--- src/rtl/cp0_vec.sv ---
// Coprocessor-0 with vectored multi-line interrupts, COUNT/COMPARE timer and held fetch redirect.
// Latency: data_r combinational; ir_in edge -> IP after 3 edges, ir one edge later; take/ERET -> jump_en after the edge.
// Backpressure: jump_en/jump_addr hold until jump_ack; no new take or ERET is accepted while a redirect is outstanding.
//
// Ports: clk/rst_n (async active-low), oper/addr_r/data_r/addr_w/data_w register access,
//        ir_in external lines, ret_addr/ret_valid MEM commit point, jump_ack/jump_en/jump_addr
//        redirect handshake, ir registered pending-interrupt flag.
module cp0_vec #(
    parameter int          NUM_IRQ    = 8,
    parameter int          VEC_SHIFT  = 4,
    parameter logic [31:0] EHBR_RESET = 32'h0000_0100
) (
    input  logic               clk,
    input  logic               rst_n,
    input  logic [1:0]         oper,
    input  logic [4:0]         addr_r,
    output logic [31:0]        data_r,
    input  logic [4:0]         addr_w,
    input  logic [31:0]        data_w,
    input  logic [NUM_IRQ-1:0] ir_in,
    input  logic [31:0]        ret_addr,
    input  logic               ret_valid,
    input  logic               jump_ack,
    output logic               jump_en,
    output logic [31:0]        jump_addr,
    output logic               ir
);
    // External lines 0..NUM_IRQ-1 plus the timer line at index NUM_IRQ.
    localparam int NL = NUM_IRQ + 1;

    typedef enum logic [1:0] {IDLE, REQ_INT, REQ_RET} state_t;

    state_t state_q, state_d;

    logic [NUM_IRQ-1:0] sync1_q, sync1_d, sync2_q, sync2_d, sync3_q, sync3_d;
    logic [NL-1:0]      ip_q, ip_d, im_q, im_d;
    logic               ie_q, ie_d, exl_q, exl_d, ir_q, ir_d;
    logic [4:0]         code_q, code_d;
    logic [31:0]        count_q, count_d, compare_q, compare_d;
    logic [31:0]        epc_q, epc_d, ehbr_q, ehbr_d, jump_addr_q, jump_addr_d;

    logic               is_wr, is_eret, take, eret_go, timer_hit;
    logic [NL-1:0]      pend, take_oh, set_vec;
    logic [4:0]         take_id;
    logic [31:0]        count_inc, status_w, cause_w;

    assign is_wr   = (oper == 2'b10);
    assign is_eret = (oper == 2'b11);

    // Lowest pending unmasked line wins; one-hot copy avoids a variable-width index on ip.
    always_comb begin
        pend    = ip_q & im_q;
        take_id = '0;
        take_oh = '0;
        for (int i = NL - 1; i >= 0; i--) begin
            if (pend[i]) begin
                take_id    = 5'(i);
                take_oh    = '0;
                take_oh[i] = 1'b1;
            end
        end
        eret_go = is_eret && (state_q == IDLE);
        // ERET has priority over a take in the same cycle.
        take    = ie_q && !exl_q && (|pend) && ret_valid && (state_q == IDLE) && !is_eret;
    end

    // Next-state logic.
    always_comb begin
        state_d = state_q;
        case (state_q)
            IDLE: begin
                if (eret_go) begin
                    state_d = REQ_RET;
                end else if (take) begin
                    state_d = REQ_INT;
                end
            end
            REQ_INT, REQ_RET: begin
                if (jump_ack) begin
                    state_d = IDLE;
                end
            end
            default: state_d = IDLE;
        endcase
    end

    // Output logic.
    always_comb begin
        jump_en   = (state_q != IDLE);
        jump_addr = jump_addr_q;
        ir        = ir_q;
    end

    // Register datapath.
    always_comb begin
        sync1_d   = ir_in;
        sync2_d   = sync1_q;
        sync3_d   = sync2_q;

        count_inc = count_q + 32'd1;
        timer_hit = (count_inc == compare_q);
        set_vec   = {timer_hit, sync2_q & ~sync3_q};

        count_d   = (is_wr && addr_w == 5'd9)  ? data_w : count_inc;
        compare_d = (is_wr && addr_w == 5'd11) ? data_w : compare_q;
        ehbr_d    = (is_wr && addr_w == 5'd15) ? data_w : ehbr_q;
        epc_d     = (is_wr && addr_w == 5'd14) ? data_w : epc_q;
        code_d    = code_q;

        ie_d  = ie_q;
        exl_d = exl_q;
        im_d  = im_q;
        if (is_wr && addr_w == 5'd12) begin
            ie_d  = data_w[0];
            exl_d = data_w[1];
            im_d  = data_w[8+NUM_IRQ:8];
        end

        ip_d = ip_q;
        if (is_wr && addr_w == 5'd13) begin
            ip_d = ip_d & ~data_w[8+NUM_IRQ:8];
        end
        if (is_wr && addr_w == 5'd11) begin
            ip_d[NUM_IRQ] = 1'b0;
        end
        if (take) begin
            ip_d   = ip_d & ~take_oh;
            exl_d  = 1'b1;
            epc_d  = ret_addr;
            code_d = take_id;
        end
        if (eret_go) begin
            exl_d = 1'b0;
        end
        // New events are ORed in last so a same-cycle set beats any clear.
        ip_d = ip_d | set_vec;

        ir_d = ie_q && !exl_q && (|pend);

        jump_addr_d = jump_addr_q;
        if (state_q == IDLE) begin
            if (eret_go) begin
                jump_addr_d = epc_q;
            end else if (take) begin
                jump_addr_d = ehbr_q + (32'(take_id) << VEC_SHIFT);
            end
        end else if (jump_ack) begin
            jump_addr_d = '0;
        end
    end

    // Read mux.
    always_comb begin
        status_w                 = '0;
        status_w[0]              = ie_q;
        status_w[1]              = exl_q;
        status_w[8+NUM_IRQ:8]    = im_q;
        cause_w                  = '0;
        cause_w[8+NUM_IRQ:8]     = ip_q;
        cause_w[6:2]             = code_q;
        case (addr_r)
            5'd9:    data_r = count_q;
            5'd11:   data_r = compare_q;
            5'd12:   data_r = status_w;
            5'd13:   data_r = cause_w;
            5'd14:   data_r = epc_q;
            5'd15:   data_r = ehbr_q;
            default: data_r = '0;
        endcase
    end

    always_ff @(posedge clk or negedge rst_n) begin
        if (!rst_n) begin
            state_q <= IDLE;
        end else begin
            state_q <= state_d;
        end
    end

    always_ff @(posedge clk or negedge rst_n) begin
        if (!rst_n) begin
            sync1_q     <= '0;
            sync2_q     <= '0;
            sync3_q     <= '0;
            ip_q        <= '0;
            im_q        <= '0;
            ie_q        <= 1'b0;
            exl_q       <= 1'b0;
            ir_q        <= 1'b0;
            code_q      <= '0;
            count_q     <= '0;
            compare_q   <= 32'hFFFF_FFFF;
            epc_q       <= '0;
            ehbr_q      <= EHBR_RESET;
            jump_addr_q <= '0;
        end else begin
            sync1_q     <= sync1_d;
            sync2_q     <= sync2_d;
            sync3_q     <= sync3_d;
            ip_q        <= ip_d;
            im_q        <= im_d;
            ie_q        <= ie_d;
            exl_q       <= exl_d;
            ir_q        <= ir_d;
            code_q      <= code_d;
            count_q     <= count_d;
            compare_q   <= compare_d;
            epc_q       <= epc_d;
            ehbr_q      <= ehbr_d;
            jump_addr_q <= jump_addr_d;
        end
    end
endmodule

--- config.mk ---
export PLATFORM = sky130hd
export DESIGN_NAME = cp0_vec
export DESIGN_NICKNAME = d
export VERILOG_FILES = /design/src/rtl/cp0_vec.sv
export SDC_FILE = /design/constraint.sdc
export NUM_CORES = 1
export LEC_CHECK = 0
export ABC_AREA = 1
export ABC_CLOCK_PERIOD_IN_PS = 4059
export CORE_ASPECT_RATIO = 0.8
export CORE_MARGIN = 8
export CORE_UTILIZATION = 50
export CTS_CLUSTER_DIAMETER = 200
export DETAILED_ROUTE_END_ITERATION = 7
export GPL_TIMING_DRIVEN = 0
export PLACE_DENSITY_LB_ADDON = 0.05
export SLEW_MARGIN = 20
export SYNTH_ARGS = -nofsm -noshare
export SYNTH_HDL_FRONTEND = slang
export SYNTH_SLANG_ARGS = --single-unit
--- constraint.sdc ---
create_clock -name clk -period 4.06 [get_ports clk]
set_clock_uncertainty 0.1 [all_clocks]
set_input_delay 0.609 -clock clk [delete_from_list [all_inputs] [get_ports clk]]
set_output_delay 0.609 -clock clk [all_outputs]
set_load 0.01 [all_outputs]
==> out/metrics.cfg, run 1 <==
[clock_tree]
cts_buffers = 23
cts_tree = done
cts_sinks = 211
clk_pin_slew_worst_paths_ps = 60
htreeDepth = 1
ctsRootBufferMaster = clkbuf_16
clk_latency_ps = 510
clk_path_buf_depth = 3

[die]
num_rows = 50
die-area_um2 = 29100
core_area_um2 = 23500
initial_core_util_pct = 50.9
ios = 154
die_w_um = 189
die_h_um = 154

[drt]
drc_errors = 0
firstDrtPassIters = 5
drt-total-wl_mm = 44.7
viasPerCell = 5.75
drt_iter0_markers = 1185
ant_nets = 0
vias = 11900
wl_per_cell_um = 21.6

[grt]
gr-usage-met1_pct = 43.0
grt_pass1_wl_mm = 68.5
grtUsageMet3_pct = 10.3
grt-ovfl-total = 0
antenna_found_initial = 2
gr-usage-all-layers_pct = 30.3
grt_pass1_vias = 11500
grt_max_degree = 97
grt_use_met2_pct = 43.7
top_usage_layer = met2

[synth]
synth_seq_area_share_pct = 44.6
synthMuxAreaShare_pct = 0.754
netlist-cell-type-count = 43
synth_top_family_by_area = simple AND/OR/NAND/NOR gates
synth_xor_area_share_pct = 1.47
yosys.area_share.simple_pct = 26.1
synthCells = 1560
mappedNetlistArea_um2 = 11900
synth_fa_ha_area_share_pct = 0.796
async_flop_share_pct = 100
avgSynthCellArea_um2 = 7.65
synth_nets = 1655
synth_ff_type = dfrtp_1
yosysWarnings = 0
synth_top_area_share_pct = 37.3
synth_edf_count = 0
synth_compound_area_share_pct = 17.3
ys_ff_latch = 211
netlist_top_cells_area = dfrtp_1 37%, nand2_1 13%, dfstp_2 7.3%, inv_1 6.5%, o21ai_0 6.1%
yosysMostFrequentCell = nand2_1
synth_top_area_cell = dfrtp_1
synth_top_cells_by_count = 417 x nand2_1, 208 x inv_1, 178 x dfrtp_1

[timing]
setup_viol_count_final = 0
post-route-period-util_pct = 99.4
rsz0062_at_grt = true
hold_violations = 0
slew_viol_final = 0
fin_crit_ps = 4040
slew_headroom_pct = 29.9
fmax_mhz = 248
tightest_slew_ps = 1040

[run_status]
status = completed

[placed_design]
port_buffers = 153
hpwlAfterDp_mm = 34.7
gp_congestion = 0.945
dp.cells = 2027

[setup_path]
cp_common_cell = clkdlybuf4s50_1
setup.worst_path.end_class = primary output
worstSetupPathType = in -> out
worst_ep_arrival_time_ps = 3330
critPathMaxFanout = 10
cpPeakStageDelay_ps = 550
crit_required_ps = 3350
crit_chain = clkdlybuf4s50_1 > inv_1 > nor2_4 > nand2_1 > clkbuf_2 > o22ai_1 > a221oi_1 > o221ai_1 > clkdlybuf4s50_1
cp-start-kind = primary input
critPathSlowestCell = clkdlybuf4s50_1

[pwr]
peakVddDrop_uv = 477
cellPowerDensity_nw_per_um2 = 511
finalPower_mw = 7.55
total_leakage_power_nw = 6.78

[layout]
drive_gt1_share_pct = 9.72
stdcell_count = 2072
area_delta_synth_final_pct = 23.7
fin_nets = 1839

[min_path]
hp-class = reg -> reg

[flow_run]
maxCapViolCount = 0

-- flip-flops by register name, summed over array words and instances (netlist names) --
register   flops
im_q           9
ie_q           1
ehbr_q        32
sync3_q        8
code_q         4
compare_q     32
epc_q         32
jump_addr     32
ip_q           9
count_q       32
sync1_q        8
sync2_q        8
state_q        2
ir             1
exl_q          1
-- path summary, 6_finish.rpt --
kind	startpoint	endpoint	slack, ps	cells after the start
max in group asynchronous	rst_n	compare_q[18]	2550	3
min in group asynchronous	rst_n	jump_addr[0]	490	2
hold reg to reg	sync1_q[4]	sync2_q[4]	250	0
hold / removal	sync1_q[4]	sync2_q[4]	250	0
setup reg to reg	ip_q[4]	jump_addr[26]	420	19
setup / recovery	addr_r[1]	data_r[12]	20	9
-- layout make-up --
class	count	area, um2
fillers	2124	8690
multi-input cells	1078	5600
flip-flops and latches	211	5320
repair buffers	159	1620
inverters	211	792
clock buffers	36	664
well taps	312	390
plain buffers	60	302
clock inverters	4	70.1
diodes	1	2.50
-- cell usage in the layout (no fill, tap or decap), types with 12 or more instances in the layout --
master           netlist  final
nand2_1              417    416
inv_1                208    208
dfrtp_1              178    178
clkdlybuf4s50_1        0    152
o21ai_0              145    144
nand3_1              134    134
nor2_1               115    114
clkbuf_1              38     41
a21oi_1               38     37
dfstp_2               33     33
o211ai_2              30     30
o221ai_1              27     27
o22ai_1               25     24
clkbuf_16              0     23
a22oi_1               20     20
xor2_1                18     18
nand4_1               15     15
o211ai_1              14     14
nor3_1                14     12
-- power breakdown --
group	switching, mW	internal, mW	total (mW)
Clock	0.864	1.24	2.11
Combinational	1.43	0.967	2.39
Sequential	0.388	2.66	3.05
Total	2.68	4.87	7.55
-- stage by stage --
| step | instance area (um2) | hold slack [ps] | setup slack [ps] | utilization (%) | setup TNS, ps |
|---|---|---|---|---|---|
| finish | 14800 | 247 | 24.6 | 62.9 | 0 |
| floorplan | 11900 | 213 | 1180 | - | 0 |
| global placement | 13900 | 235 | -6640 | 59.1 | -1317750 |
| CTS | 14700 | 248 | -19.4 | 62.7 | -19.4 |
| global route | 14800 | 257 | -30.9 | 62.9 | -52.1 |
| detailed placement | 13900 | 235 | -511 | 59.3 | -11200 |
-- cells by family (layout without fill, tap and decap cells) --
logic type      count (synthesis)  after routing
fa+ha+maj                       7              7
compound gates                315            315
flops                         211            211
buf+inv                       271            470
mux                             8              8
other cells                     0              1
simple gates                  728            728
xor+xnor                       20             20
-- worst max-delay path, delay by kind of cell --
kind	cells	cell delay, ps
buffers and inverters	4	1510
AO/OA/AOI/OAI	3	930
AND/OR/NAND/NOR	2	240
-- routing by layer --
metal,up-vias,share of wire (%)
li1,5540,-
met1,5689,44
met2,619,41
met3,71,12
met4,2,2.3
met5,-,0.029
-- repair_timing --
item | 4_1_cts | 5_1_grt
gates resized for setup | 16 | 8
endpoints found under the setup margin | 32 | 22
endpoints found under the hold margin | 43 | 0
gates cloned | 0 | 0
pin swaps | 0 | 2
setup buffers | 0 | 3
hold buffers | 1 | 0
(Power assumes the default switching activity.)
==> run 2: changes to the inputs <==
Settings changed: CTS_BUF_LIST from default to sky130_fd_sc_hd__clkbuf_4.
==> run 2 against run 1 <==
- design area down 0.25%
- via count rose by 1.7%
- hold slack got worse by 8.5 ps
- sequential cell count stayed put
- combinational power hardly changed
- die area unchanged
- wire length grew 0.19%
- global-route usage up 0.18 points
- sequential power hardly changed
- power shrank 3.3%
- critical endpoint is now data_r[14]
==> out/metrics.cfg, run 2 (synthesis results as in run 1) <==
[run_status]
status = completed

[die]
ios = 154
core_area_um2 = 23500
die_h_um = 154
num_rows = 50
die_w_um = 189
initial_core_util_pct = 50.9
die-area_um2 = 29100

[grt]
grt_max_degree = 97
grt_pass1_vias = 11600
gr-usage-all-layers_pct = 30.5
grt_pass1_wl_mm = 69.0
antenna_found_initial = 2
grt-ovfl-total = 0

[placed_design]
hpwlAfterDp_mm = 34.7
placed_area_um2 = 13900
dp_slack_ps = -511
gp_congestion = 0.945
port_buffers = 153

[pwr]
swShare_pct = 37.1
seqPwrFrac_pct = 41.8
p_clk_share_pct = 25.7
total_leakage_power_nw = 6.84
p_comb_share_pct = 32.6
peakVddDrop_uv = 284
p_sw_mw = 2.71
p_int_mw = 4.59
cellPowerDensity_nw_per_um2 = 496

[setup_path]
cp-start-kind = primary input
worstSetupPathType = in -> out
timing.rr.start = ip_q[4]
worst_ep_arrival_time_ps = 3280
r2r_slack_ps = 450
setup.worst_path.end_class = primary output
reg2reg_to = jump_addr[26]
r2r_cells = 19
crit_required_ps = 3350
critPathMaxFanout = 10

[layout]
area_delta_synth_final_pct = 23.4
fin_util_pct = 62.8
drive_gt1_share_pct = 12.4
postLayoutCellArea_um2 = 14700
most-common-layout-cells = 417 x nand2_1, 208 x inv_1, 178 x dfrtp_1, 152 x clkdlybuf4s50_1, 144 x o21ai_0
layout_commonest_cell = nand2_1
fin_nets = 1870

[drt]
drt-total-wl_mm = 44.8
wl_per_cell_um = 21.0
topRoutingLayerUsed = met5
dr_wl_met3_mm = 5.05
drc_errors = 0
drt_iter0_markers = 1318
wl_met2_mm = 18.5
firstDrtPassIters = 8
viasPerCell = 5.69
ant_nets = 0
wl_met1_mm = 20.2
vias = 12100

[clock_tree]
cts_buffers = 54
htreeDepth = 2
ctsRootBufferMaster = clkbuf_4
clk_path_buf_depth = 3
cts_sinks = 211
cts_tree = done
clk_pin_slew_worst_paths_ps = 70
clk_latency_ps = 670

[min_path]
hp-class = reg -> reg
whs_endpoint = sync2_q[0]
whs_path_depth = 0
hold_start = sync1_q[0]

[timing]
fmax_mhz = 251
finalSetupTns_ps = 0
tightest_slew_ps = 998
slew_headroom_pct = 32.9
fin_crit_ps = 3990
rsz0062_at_grt = false
hold_slack_ps = 238
fin_ws_ps = 71.9
post-route-period-util_pct = 98.2
slew_viol_final = 0
setup_viol_count_final = 0
hold_violations = 0

[flow_run]
maxCapViolCount = 0

[run 2: cell types whose count changed in the layout (fill, tap and decap cells not counted), sizes merged]
cell / previous run / this run
clkinv: 2 / 11
inv: 211 / 212
clkbuf: 76 / 125
diode: 1 / 2
buf: 26 / 28
bufinv: 2 / 0
[run 2: through the flow]
| stage | std cells | total power, mW |
|---|---|---|
| floorplan | 1560 | 4.44 |
| global placement | 2025 | 5.35 |
| detailed placement | 2027 | 5.41 |
| CTS | 2127 | 7.29 |
| global route | 2132 | 7.74 |
| finish | 2132 | 7.30 |
[run 2: critical path, cell delays in order]
cell and delay, ps:
clkdlybuf4s50_1 560, nor2_1 100, nand2_1 70, inv_1 70, clkbuf_1 310, a221oi_1 740
o221ai_1 270, clkdlybuf4s50_1 540
[run 2: routing by layer]
layer,up-vias,global-route usage [%]
met5,-,0
met4,2,7.84
met3,78,8.11
met2,654,43.7
met1,5739,44.8
li1,5654,-
[run 2: how the worst max path moves through the flow]
stage                   start            end  slack (ps)  cells past startpoint
finish              addr_r[1]     data_r[14]          70                      8
global route        addr_r[1]      data_r[8]           2                      9
CTS                 addr_r[1]      data_r[5]           9                      9
detailed placement  addr_r[0]     data_r[17]        -510                     10
global placement        rst_n    count_q[25]       -6640                      1
floorplan             im_q[4]  jump_addr[28]        1180                     20
[run 2: power by group through the flow]
stage | Sequential, mW | Combinational [mW] | Clock [mW]
CTS | 3.03 | 2.36 | 1.90
global placement | 3.05 | 2.29 | 0
global route | 3.10 | 2.64 | 2.00
detailed placement | 3.07 | 2.34 | 0
floorplan | 3.00 | 1.44 | 0
finish | 3.05 | 2.38 | 1.87
[run 2: final cells by class]
class / count / area [um2]
sequential: 211 / 5320
clock inverter: 12 / 45.0
antenna: 2 / 5.00
clock buffer: 87 / 653
timing repair buffer: 159 / 1640
buffer: 60 / 299
inverter: 211 / 792
fill: 2173 / 8730
tap: 312 / 390
multi-input combinational: 1078 / 5590
[run 2: timing repair]
action                                  CTS  global route
endpoints found under the setup margin   32            20
buffers inserted                          0             3
hold buffers                              1             0
endpoints found under the hold margin    43             0
resized for setup                        16             5
pin swaps                                 0             2
